File: src/rtl/rv_fetch_pkg.sv
// rv_fetch_pkg
// Shared types for the instruction fetch front end:
//   - align_state_e   : halfword aligner state (EMPTY, HALF, SKIP_LO)
//   - fetch_entry_t   : one decoded-queue entry {pc, instruction, is_compressed}
//   - FETCH_ENTRY_BITS: flat width of fetch_entry_t, used on module ports
//   - is_compressed() : RVC test on the low two bits of a halfword
package rv_fetch_pkg;

  typedef enum logic [1:0] {
    EMPTY   = 2'b00,
    HALF    = 2'b01,
    SKIP_LO = 2'b10
  } align_state_e;

  // pc is carried at full 32-bit width; the top trims it to the address space.
  typedef struct packed {
    logic [31:0] pc;
    logic [31:0] instruction;
    logic        is_compressed;
  } fetch_entry_t;

  localparam int FETCH_ENTRY_BITS = 65;

  function automatic logic is_compressed(input logic [15:0] halfword);
    return (halfword[1:0] != 2'b11);
  endfunction

endpackage

File: src/rtl/rv_fetch_queue.sv
// rv_fetch_queue
// Circular FIFO between the aligner and decode. Accepts up to two entries per
// cycle (entry0 first, then entry1) and releases one per cycle.
// Ports:
//   clk, reset_n          clock, synchronous active-low reset
//   clear                 drop all stored entries; pushes in the same cycle are kept
//   push0/entry0          first entry written this cycle
//   push1/entry1          second entry (only ever asserted together with push0)
//   pop                   remove the head entry (ignored while clear is high)
//   head                  current head entry
//   occupancy             number of stored entries
module rv_fetch_queue
  import rv_fetch_pkg::*;
#(
  parameter int DEPTH_BITS = 2
) (
  input  logic                        clk,
  input  logic                        reset_n,
  input  logic                        clear,
  input  logic                        push0,
  input  logic [FETCH_ENTRY_BITS-1:0] entry0,
  input  logic                        push1,
  input  logic [FETCH_ENTRY_BITS-1:0] entry1,
  input  logic                        pop,
  output logic [FETCH_ENTRY_BITS-1:0] head,
  output logic [DEPTH_BITS:0]         occupancy
);

  localparam int DEPTH = 1 << DEPTH_BITS;

  logic [FETCH_ENTRY_BITS-1:0] mem_r [DEPTH];
  logic [DEPTH_BITS-1:0]       rd_ptr_r;
  logic [DEPTH_BITS-1:0]       wr_ptr_r;
  logic [DEPTH_BITS-1:0]       wr_ptr_plus1_s;
  logic [DEPTH_BITS:0]         count_r;
  logic [1:0]                  n_push_s;

  // Push count and the slot used by the second entry.
  always_comb begin
    n_push_s       = {1'b0, push0} + {1'b0, push1};
    wr_ptr_plus1_s = wr_ptr_r + DEPTH_BITS'(1);
  end

  // Entry storage; the two pushes land in consecutive slots.
  always_ff @(posedge clk) begin
    if (!reset_n) begin
      for (int i = 0; i < DEPTH; i++) begin
        mem_r[i] <= '0;
      end
    end else begin
      if (push0) begin
        mem_r[wr_ptr_r] <= entry0;
      end
      if (push1) begin
        mem_r[wr_ptr_plus1_s] <= entry1;
      end
    end
  end

  // Pointer and count bookkeeping; clear keeps only this cycle's pushes.
  always_ff @(posedge clk) begin
    if (!reset_n) begin
      rd_ptr_r <= '0;
      wr_ptr_r <= '0;
      count_r  <= '0;
    end else if (clear) begin
      rd_ptr_r <= wr_ptr_r;
      wr_ptr_r <= wr_ptr_r + DEPTH_BITS'(n_push_s);
      count_r  <= (DEPTH_BITS+1)'(n_push_s);
    end else begin
      rd_ptr_r <= rd_ptr_r + DEPTH_BITS'(pop);
      wr_ptr_r <= wr_ptr_r + DEPTH_BITS'(n_push_s);
      count_r  <= count_r + (DEPTH_BITS+1)'(n_push_s) - (DEPTH_BITS+1)'(pop);
    end
  end

  assign head      = mem_r[rd_ptr_r];
  assign occupancy = count_r;

endmodule

File: src/rtl/rv_fetch_stream.sv
// rv_fetch_stream
// RV32 instruction fetch front end. Issues word-aligned reads on a pipelined
// bus, realigns 16/32-bit instructions and queues {pc, instruction,
// is_compressed} for decode. Redirects cancel in-flight reads via a drop count.
// Ports:
//   i_clk, i_reset_n              clock, synchronous active-low reset
//   i_trap, i_pc_trap             redirect to trap target (beats i_pc_select)
//   i_pc_select, i_pc_target      redirect to branch target
//   i_flush                       empty the queue, fetch PC unchanged
//   o_addr, o_cyc, i_ack          request address / valid / accept
//   i_rvalid, i_rdata             in-order read responses
//   i_stall                       decode not consuming
//   o_ready, o_pc, o_instruction,
//   o_is_compressed               queue head (zero when empty)
module rv_fetch_stream
  import rv_fetch_pkg::*;
#(
  parameter logic [31:0] RESET_ADDR       = 32'h0000_0000,
  parameter int          IADDR_SPACE_BITS = 16,
  parameter int          QUEUE_DEPTH_BITS = 2,
  parameter int          MAX_OUTSTANDING  = 2,
  parameter bit          EXTENSION_C      = 1'b1
) (
  input  logic                        i_clk,
  input  logic                        i_reset_n,
  input  logic                        i_trap,
  input  logic [IADDR_SPACE_BITS-1:0] i_pc_trap,
  input  logic                        i_pc_select,
  input  logic [IADDR_SPACE_BITS-1:0] i_pc_target,
  input  logic                        i_flush,
  output logic [IADDR_SPACE_BITS-1:0] o_addr,
  output logic                        o_cyc,
  input  logic                        i_ack,
  input  logic                        i_rvalid,
  input  logic [31:0]                 i_rdata,
  input  logic                        i_stall,
  output logic                        o_ready,
  output logic [IADDR_SPACE_BITS-1:0] o_pc,
  output logic [31:0]                 o_instruction,
  output logic                        o_is_compressed
);

  localparam int              AW          = IADDR_SPACE_BITS;
  localparam logic [AW-1:0]   PC_HALF     = AW'(2);
  localparam logic [AW-1:0]   PC_WORD     = AW'(4);
  localparam logic [AW-1:0]   RESET_WORD  = {RESET_ADDR[AW-1:2], 2'b00};
  localparam logic [8:0]      QUEUE_SLOTS = 9'(1 << QUEUE_DEPTH_BITS);
  localparam logic [2:0]      MAX_OUT     = 3'(MAX_OUTSTANDING);

  logic                      redirect_s;
  logic [AW-1:0]             target_s;
  logic [AW-1:0]             pc_r;
  logic [AW-1:0]             resp_pc_r;
  logic [AW-1:0]             resp_pc_hi_s;
  logic [2:0]                outstanding_r;
  logic [2:0]                drop_r;
  logic                      rvalid_live_s;
  logic                      word_use_s;
  logic                      accept_s;
  logic [8:0]                demand_s;
  logic                      pop_s;
  logic                      clear_s;

  align_state_e              align_r;
  align_state_e              align_next_s;
  logic [15:0]               held_r;
  logic [15:0]               held_next_s;
  logic [AW-1:0]             held_pc_r;
  logic [AW-1:0]             held_pc_next_s;
  logic [15:0]               lo_s;
  logic [15:0]               hi_s;

  logic                      push0_s;
  logic                      push1_s;
  fetch_entry_t              entry0_s;
  fetch_entry_t              entry1_s;
  fetch_entry_t              head_s;
  logic [FETCH_ENTRY_BITS-1:0] head_bits_s;
  logic [QUEUE_DEPTH_BITS:0] occupancy_s;
  logic                      unused_s;

  // Redirect target selection: trap beats branch.
  always_comb begin
    redirect_s = i_trap | i_pc_select;
    if (i_trap) begin
      target_s = i_pc_trap;
    end else begin
      target_s = i_pc_target;
    end
  end

  // Request credit: every in-flight word may still produce two queue entries.
  always_comb begin
    demand_s = 9'(occupancy_s) + {5'd0, outstanding_r, 1'b0} + 9'd2;
    o_cyc    = i_reset_n & ~redirect_s & (demand_s <= QUEUE_SLOTS)
               & (outstanding_r < MAX_OUT);
    accept_s = o_cyc & i_ack;
    o_addr   = pc_r;
  end

  // A response only counts when a read is owed; data during the drop phase
  // or in a redirect cycle belongs to the abandoned stream.
  always_comb begin
    rvalid_live_s = i_rvalid & (outstanding_r != 3'd0);
    word_use_s    = rvalid_live_s & (drop_r == 3'd0) & ~redirect_s;
    lo_s          = i_rdata[15:0];
    hi_s          = i_rdata[31:16];
    resp_pc_hi_s  = resp_pc_r + PC_HALF;
  end

  // Fetch address, response address, outstanding and drop counters.
  always_ff @(posedge i_clk) begin
    if (!i_reset_n) begin
      pc_r          <= RESET_WORD;
      resp_pc_r     <= RESET_WORD;
      outstanding_r <= 3'd0;
      drop_r        <= 3'd0;
    end else begin
      case ({accept_s, rvalid_live_s})
        2'b10:   outstanding_r <= outstanding_r + 3'd1;
        2'b01:   outstanding_r <= outstanding_r - 3'd1;
        default: outstanding_r <= outstanding_r;
      endcase
      if (redirect_s) begin
        pc_r      <= {target_s[AW-1:2], 2'b00};
        resp_pc_r <= {target_s[AW-1:2], 2'b00};
        drop_r    <= outstanding_r - {2'b00, rvalid_live_s};
      end else begin
        if (accept_s) begin
          pc_r <= pc_r + PC_WORD;
        end
        if (rvalid_live_s && (drop_r != 3'd0)) begin
          drop_r <= drop_r - 3'd1;
        end
        if (word_use_s) begin
          resp_pc_r <= resp_pc_r + PC_WORD;
        end
      end
    end
  end

  // Aligner: splits each live word into zero, one or two queue pushes.
  always_comb begin
    push0_s        = 1'b0;
    push1_s        = 1'b0;
    entry0_s       = '0;
    entry1_s       = '0;
    align_next_s   = align_r;
    held_next_s    = held_r;
    held_pc_next_s = held_pc_r;
    if (redirect_s) begin
      if (EXTENSION_C && target_s[1]) begin
        align_next_s = SKIP_LO;
      end else begin
        align_next_s = EMPTY;
      end
    end else if (word_use_s) begin
      if (!EXTENSION_C) begin
        push0_s                = 1'b1;
        entry0_s.pc            = 32'(resp_pc_r);
        entry0_s.instruction   = i_rdata;
        entry0_s.is_compressed = 1'b0;
        align_next_s           = EMPTY;
      end else begin
        case (align_r)
          EMPTY: begin
            if (is_compressed(lo_s)) begin
              push0_s                = 1'b1;
              entry0_s.pc            = 32'(resp_pc_r);
              entry0_s.instruction   = {16'h0000, lo_s};
              entry0_s.is_compressed = 1'b1;
              if (is_compressed(hi_s)) begin
                push1_s                = 1'b1;
                entry1_s.pc            = 32'(resp_pc_hi_s);
                entry1_s.instruction   = {16'h0000, hi_s};
                entry1_s.is_compressed = 1'b1;
                align_next_s           = EMPTY;
              end else begin
                held_next_s    = hi_s;
                held_pc_next_s = resp_pc_hi_s;
                align_next_s   = HALF;
              end
            end else begin
              push0_s                = 1'b1;
              entry0_s.pc            = 32'(resp_pc_r);
              entry0_s.instruction   = i_rdata;
              entry0_s.is_compressed = 1'b0;
              align_next_s           = EMPTY;
            end
          end
          SKIP_LO: begin
            if (is_compressed(hi_s)) begin
              push0_s                = 1'b1;
              entry0_s.pc            = 32'(resp_pc_hi_s);
              entry0_s.instruction   = {16'h0000, hi_s};
              entry0_s.is_compressed = 1'b1;
              align_next_s           = EMPTY;
            end else begin
              held_next_s    = hi_s;
              held_pc_next_s = resp_pc_hi_s;
              align_next_s   = HALF;
            end
          end
          HALF: begin
            // Held upper-half start completes with this word's low half.
            push0_s                = 1'b1;
            entry0_s.pc            = 32'(held_pc_r);
            entry0_s.instruction   = {lo_s, held_r};
            entry0_s.is_compressed = 1'b0;
            if (is_compressed(hi_s)) begin
              push1_s                = 1'b1;
              entry1_s.pc            = 32'(resp_pc_hi_s);
              entry1_s.instruction   = {16'h0000, hi_s};
              entry1_s.is_compressed = 1'b1;
              align_next_s           = EMPTY;
            end else begin
              held_next_s    = hi_s;
              held_pc_next_s = resp_pc_hi_s;
              align_next_s   = HALF;
            end
          end
          default: begin
            align_next_s = EMPTY;
          end
        endcase
      end
    end else begin
      align_next_s = align_r;
    end
  end

  // Aligner state and held halfword registers.
  always_ff @(posedge i_clk) begin
    if (!i_reset_n) begin
      align_r   <= EMPTY;
      held_r    <= 16'h0000;
      held_pc_r <= '0;
    end else begin
      align_r   <= align_next_s;
      held_r    <= held_next_s;
      held_pc_r <= held_pc_next_s;
    end
  end

  // Queue control: a redirect or flush drops stored entries.
  always_comb begin
    clear_s = redirect_s | i_flush;
    pop_s   = o_ready & ~i_stall & ~i_flush;
  end

  rv_fetch_queue #(
    .DEPTH_BITS (QUEUE_DEPTH_BITS)
  ) u_queue (
    .clk       (i_clk),
    .reset_n   (i_reset_n),
    .clear     (clear_s),
    .push0     (push0_s),
    .entry0    (entry0_s),
    .push1     (push1_s),
    .entry1    (entry1_s),
    .pop       (pop_s),
    .head      (head_bits_s),
    .occupancy (occupancy_s)
  );

  assign head_s   = fetch_entry_t'(head_bits_s);
  assign unused_s = ^{head_s.pc[31:AW], target_s[0]};

  // Head presentation; zeros while the queue is empty.
  always_comb begin
    o_ready = (occupancy_s != '0);
    if (o_ready) begin
      o_pc            = head_s.pc[AW-1:0];
      o_instruction   = head_s.instruction;
      o_is_compressed = head_s.is_compressed;
    end else begin
      o_pc            = '0;
      o_instruction   = 32'h0000_0000;
      o_is_compressed = 1'b0;
    end
  end

endmodule
File: config.mk
export PLATFORM = sky130hd
export DESIGN_NAME = rv_fetch_stream
export DESIGN_NICKNAME = d
export VERILOG_FILES = /design/src/rtl/rv_fetch_pkg.sv /design/src/rtl/rv_fetch_queue.sv /design/src/rtl/rv_fetch_stream.sv
export SDC_FILE = /design/constraint.sdc
export NUM_CORES = 1
export LEC_CHECK = 0
export CAP_MARGIN = 20
export CORE_ASPECT_RATIO = 0.75
export CORE_UTILIZATION = 57
export DETAILED_ROUTE_END_ITERATION = 8
export GPL_TIMING_DRIVEN = 1
export PLACE_DENSITY = 0.86
export SLEW_MARGIN = 20
export SYNTH_ARGS = -nofsm -noshare
export SYNTH_HDL_FRONTEND = slang
export SYNTH_SLANG_ARGS = --single-unit
File: constraint.sdc
create_clock -name i_clk -period 8.8 [get_ports i_clk]
set_input_delay 2.64 -clock i_clk [delete_from_list [all_inputs] [get_ports i_clk]]
set_output_delay 2.64 -clock i_clk [all_outputs]
set_load 0.05 [all_outputs]
# Word-level counts from Yosys, hierarchy flattened
# Memory sizes are Yosys's and may differ from the RTL's. A register that Yosys moved wholly into a read port is not among the register bits.
# Cells that the tools add are included.
[totals] ff_bits=79 mem_bits_rw=196 output_inout_bits=67 wordCells=127 memories=1
[classes] add_sub_neg=15 magnitude_cmp=2 n_eq_ne=7 mux=56 n_bitwise=15 n_reduce_logical=18
[mem_list] memory="u_queue.mem_r" words=4 word_bits=49 rd=1 rd_clocked_by_memory_dff=1 wr=4 line="rv_fetch_queue.sv:31" rtl="logic [FETCH_ENTRY_BITS-1:0] mem_r [DEPTH];"
[ops] operator="2-to-1 mux 49 bit" n=8
[ops] operator="2-to-1 mux 16 bit" n=10
[ops] operator="one-hot mux 49 bit (3 select lines)" n=1
[ops] operator="one-hot mux 49 bit (2 select lines)" n=1
[ops] operator="OR reduction 49 bit" n=2
[ops] operator="one-hot mux 16 bit (2 select lines)" n=2
[ops] operator="2-to-1 mux 33 bit" n=1
[ops] operator="adder 16 x 3 -> 16 bit, second input constant" n=2
[ops] operator="2-to-1 mux 32 bit" n=1
[ops] operator="2-to-1 mux 2 bit" n=9
[ops] operator="2-to-1 mux 1 bit" n=17
[ops] operator="adder 16 x 2 -> 16 bit, second input constant" n=1
[ops] operator="nonzero test 2 bit" n=5
[ops] operator="AND 1 bit" n=9
[ops] operator="nonzero test 3 bit" n=3
[ops] operator="OR reduction 2 bit" n=4
[ops] operator="adder 5 x 2 -> 6 bit, second input constant" n=1
[ops] operator="<= comparator 6 x 3 -> 1 bit, second input constant" n=1
[ops] operator="2-to-1 mux 3 bit" n=2
[ops] operator="!= test 2 bit, second input constant" n=3
[ops] operator="one-hot mux 3 bit (2 select lines)" n=1
[ops] operator="subtractor 3 x 1 -> 3 bit" n=2
[ops] operator="subtractor 3 x 1 -> 3 bit, second input constant" n=2
[ops] operator="adder 3 x 4 -> 5 bit" n=1
[ops] operator="17 further kinds" n=24

# Depth between registers and ports, before layout
[depth] ltp_word=11 depth_mapped=15 depth_no_buf=15

# Hierarchy
# From an unflattened synthesis, not the netlist that was laid out.
[unflattened] cells_unflattened=1450 hier_area_um2=18378.9
[by_module_without_submodules] mod="rv_fetch_queue" n_inst=1 cells_each=780 area_per_inst_um2=13326.5
[by_module_without_submodules] mod="rv_fetch_stream" n_inst=1 cells_each=670 area_per_inst_um2=5052.3

# Worst setup path after synthesis
# Ideal clock, no wire load.
[synth_path] path_type="input to output" startpoint="input port i_pc_select" endpoint="output port o_cyc" t_arrival_ns=3.752 setup_slack_ns=2.408 path_stages=4 cell_sequence="buf_2 > nor2_1 > nand2_1 > nor2_1"
[synth_via] elab_chain_len=5
[synth_rtl] item="from (decl)" line="rv_fetch_stream.sv:28" rtl="input logic i_pc_select,"
[synth_rtl] item="bitwise OR 1 bit" line="rv_fetch_stream.sv:84" rtl="redirect_s = i_trap | i_pc_select;"
[synth_rtl] item="inverter 1 bit (no line)"
[synth_rtl] item="AND 1 bit (2 in a row)" line="rv_fetch_stream.sv:95" rtl="o_cyc = i_reset_n & ~redirect_s & (demand_s <= QUEUE_SLOTS)"
[synth_rtl] item="AND 1 bit" line="rv_fetch_stream.sv:96" rtl="& (outstanding_r < MAX_OUT);"
[synth_rtl] item="to (decl)" line="rv_fetch_stream.sv:32" rtl="output logic o_cyc,"
# Every way passes these cells.

# Final worst setup path
[layout_path] startpoint="input port i_trap" endpoint="output port o_cyc"
[layout_via] elab_chain_len=5
[layout_rtl] item="from (decl)" line="rv_fetch_stream.sv:26" rtl="input logic i_trap,"
[layout_rtl] item="bitwise OR 1 bit" line="rv_fetch_stream.sv:84"
[layout_rtl] item="inverter 1 bit (no line)"
[layout_rtl] item="AND 1 bit (2 in a row)" line="rv_fetch_stream.sv:95"
[layout_rtl] item="AND 1 bit" line="rv_fetch_stream.sv:96"
# Every way passes these cells.

==> impl_metrics.toml <==
[outcome]
outcome = "finished with violations"
violations = "design-rule violations"

[synthesis]
yosys.area_share.xor_xnor_pct = 0.974
ys_types = 73
ys_ff_latch = 266
async_flop_share_pct = 0
syn_area_sq_um = 13500
synth_top_family_by_area = "compound AO/OA/AOI/OAI gates"
synth_fa_ha_area_share_pct = 2.30
synth_mux_area_share_pct = 8.01
synth_ff_type = "dfxtp_1"
synth_area_per_cell_sq_um = 10.8
synth_simple_gate_area_share_pct = 14.2
yosysSeqAreaShare_pct = 49.0
netlist_instances = 1249
ys_warn_count = 0
synth_edf_count = 128
synth_compound_area_share_pct = 20.8

[critical_path]
worstSetupPathType = "input pin to output port"
r2r-start = "align_r[1]$_SDFFE_PN0P_"
critPathLaunch = "i_trap"
arrival_ns = 4.41
end_kind = "output port"
start_kind = "input pin"
cp_max_fo = 36
cp.required_ns = 6.16

[cells_and_area]
final_cell_mix = "136 x dfxtp_1, 132 x clkdlybuf4s50_1, 128 x edfxtp_1, 119 x nand2_1, 108 x a22o_1"
drive_above_1_share_pct = 11.7
fillers = 1637
multi_input_area_sq_um = 6330
seq_area_sq_um = 6610
layout_commonest_cell = "dfxtp_1"
syn_to_final_growth_pct = 17.5
instances_no_fill = 1645
nets = 1420
antennaDiodeCount = 0

[pwr]
total_power_mw = 2.80
internal-power_mw = 2.09
ir_worst_vdd_uv = 134
pwr-share-clk_pct = 40.8
power_frac_comb_pct = 10.7
power_density_nw_per_um2 = 176
switchingPower_mw = 0.703
swShare_pct = 25.1
seqPwrFrac_pct = 48.6
leakagePower_nw = 5.39

[timing]
tns_ns = 0
rsz0062_at_grt = "false"
timing.fmax_ghz = 0.142
hold_viol = 0
worst_clock_skew_ns = 0.0100
whs_ns = 0.460
relSlewSlack_pct = 21.5
timing.final.ws_setup_ns = 1.75
setup_viol = 0
fin_crit_ns = 7.05
worst_pin_slew_ns = 1.18
drv_slew = 0
period_share_pct = 80.2

[grt]
track_usage_pct = 31.2
antenna_found_initial = 0
grt_pass1_wl_mm = 59.5
grt_max_degree = 50
first_global_vias = 10700
gr-total-overflow = 0

[worst_hold_path]
min_from = "held_r[11]$_SDFFE_PN0P_"
hold_class = "flop to flop"

[place]
hpwlAfterDp_mm = 24.2
placed_cells = 1596
place_ws_ns = 1.76
portBuffers = 133
place_congestion = 0.920

[clocking]
cts_max_path_buffers = 3
postCtsSetupBuffers = 0
cts_tree = "built"
cts_buffers = 26
cts_hold_buf = 0
htree_num_levels = 1
clockRootBuffer = "clkbuf_16"
cts_resized = 0
cts.sinks = 266
worstSkewPairLatency_ns = 0.54
cts.clk_slew.worst_paths_ns = 0.06

[floorplan]
num_io_pins = 139
dieWidth_microns = 180
core_area_sq_um = 23100
fp.dieArea_sq_um = 24300
start_util_pct = 58.4
rows = 48
dieHeight_microns = 135

[job]
maxCapViolCount = 0

[route]
drc_errors = 17
wl_per_cell_microns = 23.3
drt-total-wl_mm = 38.4
ant_nets = 0
vias_per_cell = 6.93
drtIter0Drc = 1910
first_pass_iters = 9
vias = 11400
-- cell type report --
cell class,instances,share of cell area (%)
flip-flops and latches,266,41.7
multi-input cells,841,40.0
inverters,33,0.782
repair buffers,157,9.65
clock inverters,15,0.853
clock buffers,33,4.67
well taps,300,2.37
-- final timing paths --
path | slack [ns] | to | cells after the start
min | 0.46 | held_r[11]$_SDFFE_PN0P_ | 2
min reg2reg | 0.46 | held_r[11]$_SDFFE_PN0P_ | 2
max | 1.75 | o_cyc | 6
max reg2reg | 4.58 | u_queue.occupancy[1]$_SDFF_PN0_ | 10
-- critical path, stage by stage --
cell and delay, ns:
clkdlybuf4s50_1 0.39, buf_4 0.24, nor2_2 0.15, nand2_1 0.08, nor2_1 0.10, clkdlybuf4s50_1 0.81
-- power by group through the flow --
stage          registers, mW  clock network, mW  logic, mW
6_report                1.36               1.14      0.298
5_1_grt                 1.36               1.19      0.318
4_1_cts                 1.36               1.14      0.289
3_5_place_dp            1.39                  0      0.286
3_3_place_gp            1.38                  0      0.278
2_1_floorplan           1.38                  0      0.175
-- through the flow --
stage	utilization, %	instance area (sq um)
final	68.5	15800
after global routing	68.5	15800
after CTS	68.3	15800
after detailed placement	64.5	14900
after global placement	64.5	14900
after floorplan	-	13500
-- synthesized netlist by cell type, types with 5 or more instances --
master / n / area, sq um
a211oi_1: 7 / 52.6
a21oi_1: 69 / 345
a222oi_1: 16 / 160
a22o_1: 108 / 946
a31oi_1: 6 / 37.5
a32o_1: 40 / 400
and2_1: 5 / 31.3
and3_1: 6 / 37.5
and3b_1: 5 / 43.8
buf_1: 8 / 30.0
buf_2: 29 / 145
buf_4: 6 / 45.0
clkbuf_1: 63 / 236
dfxtp_1: 138 / 2760
edfxtp_1: 128 / 3840
ha_1: 20 / 250
inv_1: 33 / 124
mux4_2: 48 / 1080
nand2_1: 119 / 447
nand3_1: 59 / 295
nand4_1: 9 / 56.3
nor2_1: 61 / 229
nor2b_1: 56 / 350
nor3_1: 20 / 100
nor4_1: 5 / 31.3
o21ai_0: 56 / 280
o221a_2: 7 / 78.8
o22ai_1: 17 / 106
or3_1: 6 / 37.5
or4_1: 8 / 60.1
xnor2_1: 7 / 61.3
xor2_1: 8 / 70.1
-- per-layer routing --
layer  global-route usage, %  wire length, microns  vias to the layer above
li1                        -                     -                     4958
met1                    44.7                 15000                     5433
met2                    47.8                 17000                      887
met3                    6.75                  5430                      116
met4                    9.05                  1020                        0
met5                       0                     0                        -
-- cells by family (layout without fill, tap and decap cells) --
family	after synthesis	count (layout)
AND/OR/NAND/NOR	383	383
other	1	3
adder cells (fa/ha/maj)	23	23
multiplexers	48	48
AO/OA/AOI/OAI	369	369
flip-flops	266	266
XOR/XNOR	15	15
buffers and inverters	144	238
-- registers in the layout, summed over array words and instances, names as in the netlist --
signal	cells
o_addr	14
drop_r	3
resp_pc_r	14
u_queue.occupancy	3
outstanding_r	3
u_queue.mem_r	192
u_queue.rd_ptr_r	2
u_queue.wr_ptr_r	2
held_r	16
align_r	2
held_pc_r	15
Note: power is estimated with default switching activity, not from simulation.
==> patch 1 (same flow settings) <==
Change the parameter `EXTENSION_C` from 1'b1 to 1'b0.
--- a/src/rtl/rv_fetch_stream.sv
+++ b/src/rtl/rv_fetch_stream.sv
@@ -19,7 +19,7 @@
   parameter int          IADDR_SPACE_BITS = 16,
   parameter int          QUEUE_DEPTH_BITS = 2,
   parameter int          MAX_OUTSTANDING  = 2,
-  parameter bit          EXTENSION_C      = 1'b1
+  parameter bit          EXTENSION_C      = 1'b0
 ) (
   input  logic                        i_clk,
   input  logic                        i_reset_n,
Check against the original RTL: not equivalent (a bounded check fails within 4 cycles, from zero or initial values and one cycle with i_reset_n low).
==> patch 1 against the unedited design <==
- via count decreased by 37%
- power decreased by 14%
- critical path depth decreased by 1
- core utilization increased by 1.8 points
- worst setup slack got worse by 9.1 ps
- sequential share of layout area increased by 6.6 points
- design area decreased by 17%
- fmax decreased by 0.13%
- area after synthesis decreased by 19%
- wire length decreased by 36%
- global-route usage decreased by 5.6 points
- sequential cell count decreased by 41
- die area decreased by 19%
- critical path type unchanged
- critical endpoint unchanged
- largest cell class unchanged
==> patch 1: results <==
sta:
  relSlewSlack_pct: 31.6
  finClkSkew_ps: 10.6
cells_and_area:
  instances_no_fill: 1202
  n_antenna_cell: 0
  largest_reg_flops: 184
  layout.nets: 1029
  fillers: 1209
  drive_gt1_share_pct: 11.7
route:
  drt-initial-drc-count: 672
  wl_mm: 24.6
  drt-pass1-iter-count: 5
  routed_via_density: 6.01
global_routing:
  grt.total_usage_pct: 25.6
  grt_max_degree: 49
  grt_pass1_vias: 7167
  grt_antenna_before_repair: 1
  grt_first_pass_wirelength_mm: 38.8
clocking:
  h-tree-depth: 1
  post_cts_resized: 0
  clk_latency_ps: 500
  cts_buffers: 22
placed_design:
  port-buffer-count: 129
  dp_hpwl_mm: 14.8
  gp_congestion: 0.944
  post-place-ws_ps: 1740
setup_path:
  max_stage_delay_ps: 790
  worstPathArrival_ps: 4420
  critPathTopFamily: "buffers and inverters"
  crit_fanout: 22
  crit_slowest_cell: "clkdlybuf4s50_1"
synthesis:
  synthTopCellsByCount: "184 x edfxtp_1, 178 x and2_1, 47 x nor2b_1"
  synthMuxAreaShare_pct: 9.65
  synth_async_sr_flop_share_pct: 0
  synth_cell_types: 64
  ys.flop_type: "edfxtp_1"
  synth_adder_area_share_pct: 2.15
  synth_cells: 826
  seq_area_frac_synth_pct: 57.9
  synthXorXnorAreaFrac_pct: 0.959
  ys_top_cells_by_area: "edfxtp_1 50%, and2_1 10%, mux4_2 9.5%"
  synth_edf_count: 184
  synth_compound_area_share_pct: 7.22
power_and_ir_drop:
  peakVddDrop_mv: 0.159
  leakage_uw: 0.00461
outcome:
  status: "finished, final reports clean"
patch 1: changes by cell type after synthesis, sizes merged, moves of 46 or more:
cell and delta:
a21oi -51, dfxtp -97, edfxtp +56, o21ai -46
and2 +170, a22o -101, nand2 -103
patch 1: kinds of logic after synthesis:
family          Yosys count
flops                   225
buf+inv                  79
mux                      48
fa+ha+maj                17
xor+xnor                 12
compound gates          107
other cells               1
simple gates            337
patch 1: where the power goes:
part	internal (uW)	switching, uW	leakage (uW)
combinational	94.3	129	0.00203
clock	567	388	0.000344
sequential	1190	29.4	0.00224
total	1850	546	0.00461
patch 1: path summary, 6_finish.rpt:
path	to	cells after the start	slack, ps	startpoint
worst max-delay path	o_cyc	5	1740	i_trap
worst min-delay path	resp_pc_r[8]	2	540	resp_pc_r[8]
worst max register to register	u_queue.mem_r[2][8]	8	5290	drop_r[0]
worst min register to register	resp_pc_r[8]	2	540	resp_pc_r[8]
patch 1: worst register-to-register path, stage by stage, from the launching register on:
cell and delay, ps:
dfxtp_1 320, inv_1 70, ha_1 210, nand3b_1 210, or3_4 530, nor3b_4 210, buf_4 440, nand2b_2 730
buf_4 450
patch 1: area by class of cell:
type / count / area share [%]
Multi-Input combinational cell: 526 / 32.5
Sequential cell: 225 / 48.4
Tap cell: 247 / 2.35
Clock inverter: 8 / 0.867
Timing Repair Buffer: 143 / 10.6
Inverter: 22 / 0.629
Clock buffer: 31 / 4.61
patch 1: per-layer routing:
metal  track usage (%)  share of wire [%]  up-vias
met2              42.3                 49      328
met1              35.5                 42     3561
met3              5.01                7.5       36
li1                  -                  -     3295
met5                 0                  0        -
met4              5.42                1.5        0
patch 1: through the flow:
stage	hold WS (ps)	area, um^2
2_1_floorplan	490	11000
4_1_cts	537	13100
6_report	542	13100
3_5_place_dp	524	12400
5_1_grt	570	13100
3_3_place_gp	525	12400
==> patch 2 (config.mk and constraints unchanged) <==
Without the edit above. Reset style: asynchronous (`i_reset_n` and `reset_n`), changed in 4 clocked blocks. Comments in the files are not updated.
--- a/src/rtl/rv_fetch_queue.sv
+++ b/src/rtl/rv_fetch_queue.sv
@@ -42,7 +42,7 @@
   end
 
   // Entry storage; the two pushes land in consecutive slots.
-  always_ff @(posedge clk) begin
+  always_ff @(posedge clk or negedge reset_n) begin
     if (!reset_n) begin
       for (int i = 0; i < DEPTH; i++) begin
         mem_r[i] <= '0;
@@ -58,7 +58,7 @@
   end
 
   // Pointer and count bookkeeping; clear keeps only this cycle's pushes.
-  always_ff @(posedge clk) begin
+  always_ff @(posedge clk or negedge reset_n) begin
     if (!reset_n) begin
       rd_ptr_r <= '0;
       wr_ptr_r <= '0;
--- a/src/rtl/rv_fetch_stream.sv
+++ b/src/rtl/rv_fetch_stream.sv
@@ -109,7 +109,7 @@
   end
 
   // Fetch address, response address, outstanding and drop counters.
-  always_ff @(posedge i_clk) begin
+  always_ff @(posedge i_clk or negedge i_reset_n) begin
     if (!i_reset_n) begin
       pc_r          <= RESET_WORD;
       resp_pc_r     <= RESET_WORD;
@@ -230,7 +230,7 @@
   end
 
   // Aligner state and held halfword registers.
-  always_ff @(posedge i_clk) begin
+  always_ff @(posedge i_clk or negedge i_reset_n) begin
     if (!i_reset_n) begin
       align_r   <= EMPTY;
       held_r    <= 16'h0000;
Check against the original RTL: not equivalent (a bounded check fails within 4 cycles, from zero or initial values and one cycle with i_reset_n low; the reset may be asserted at any time).
==> patch 2 against the unedited design <==
- final cell count up 17%
- worst setup slack worse by 270 ps
- area after synthesis up 8.5%
- register-to-register slack worse by 190 ps
- sequential share of layout area down 1.8 points
- via count up 9.9%
- sequential cell count up 4
- critical path depth down 2
- count of clock-buffer cells in the layout up 5
- worst hold slack better by 24 ps
- wire length up 9.8%
- design area up 6.9%
Power is not compared: it rests on default switching activity, and its combinational part moved more than twofold at a synthesized area within 25%.
==> patch 2: results <==
outcome:
  status: "finished, final reports clean"
setup_path:
  worstPathArrival_ps: 4690
  worstRegToRegCells: 11
  rr_endpoint: "u_queue.occupancy[2]"
  r2r_setup_slack_ps: 4390
  critPathLaunch: "i_pc_select"
synthesis:
  ys.flop_type: "dfrtp_1"
  ys_top_cells_by_area: "dfrtp_1 46%, nand2_1 8.2%, mux4_2 7.5%"
  seq_area_frac_synth_pct: 46.1
  synth_cell_types: 56
hold_path:
  worstHoldEndpoint: "held_pc_r[1]"
  worstHoldStart: "held_pc_r[1]"
  whs_path_depth: 1
sta:
  fmax_mhz: 137
  finClkSkew_ps: 14.1
  relSlewSlack_pct: 26.9
route:
  routed_via_density: 6.51
  wl_per_cell_um: 21.9
cells_and_area:
  layout.nets: 1661
  drive_gt1_share_pct: 10.5
global_routing:
  grt_max_degree: 91
  grt_first_pass_wirelength_mm: 66.9
  grt.total_usage_pct: 32.1
  grt_pass1_vias: 12300
  grt_antenna_before_repair: 1
placed_design:
  placed_area_um2: 16100
  post-place-ws_ps: 1480
  port-buffer-count: 134
[patch 2: changes by cell type in the layout (fill, tap and decap cells not counted), moves of 41 or more]
cell,change
a22o_1,-94
a21oi_1,+43
mux2i_1,+101
dfrtp_1,+268
dfxtp_1,-136
o21ai_0,+103
nand2_1,+199
nand3_1,-47
edfxtp_1,-128
a22oi_1,+41
[patch 2: power by group]
part           leakage (uW)  internal, uW  total, uW  switching, uW
registers           0.00367          1440       1620            178
clock network      0.000436           678       1170            489
logic               0.00294           406        856            450
[patch 2: cell type report]
class | instances | area [um^2]
clock inverters | 9 | 100
fillers | 1828 | 8140
repair buffers | 151 | 1470
multi-input cells | 1089 | 7290
clock buffers | 38 | 787
diodes | 2 | 5.00
flip-flops and latches | 270 | 6760
well taps | 338 | 423
inverters | 28 | 105
[patch 2: worst max-delay path by stage]
stage | end | cells after the start
6_report | o_cyc | 4
5_1_grt | o_cyc | 4
4_1_cts | o_cyc | 4
3_5_place_dp | o_cyc | 4
3_3_place_gp | o_cyc | 4
2_1_floorplan | o_cyc | 3
[patch 2: kinds of logic (layout without fill, tap and decap cells)]
group	after synthesis	after routing	share of synthesized area [%]
AND/OR/NAND/NOR	498	498	14.9
AO/OA/AOI/OAI	371	371	14.7
flip-flops	270	270	46.1
multiplexers	180	180	16.7
buffers and inverters	150	226	4.46
adder cells (fa/ha/maj)	23	23	2.12
XOR/XNOR	15	15	0.897
other	1	4	0.0256
[patch 2: through the flow]
step | power [uW] | std cells
global route | 3790 | 1923
finish | 3640 | 1925
global placement | 2420 | 1876
detailed placement | 2470 | 1876
floorplan | 2200 | 1509
CTS | 3630 | 1923
[patch 2: layer usage]
metal | GRT usage [%] | share of wire [%]
met5 | 0 | 0
met4 | 11.4 | 3.0
met3 | 6.45 | 11
met2 | 49.4 | 46
met1 | 45.5 | 41
[patch 2: critical path, delay by kind of cell]
kind / cells / cell delay, ps
buf+inv: 2 / 1410
compound gates: 1 / 210
simple gates: 1 / 430
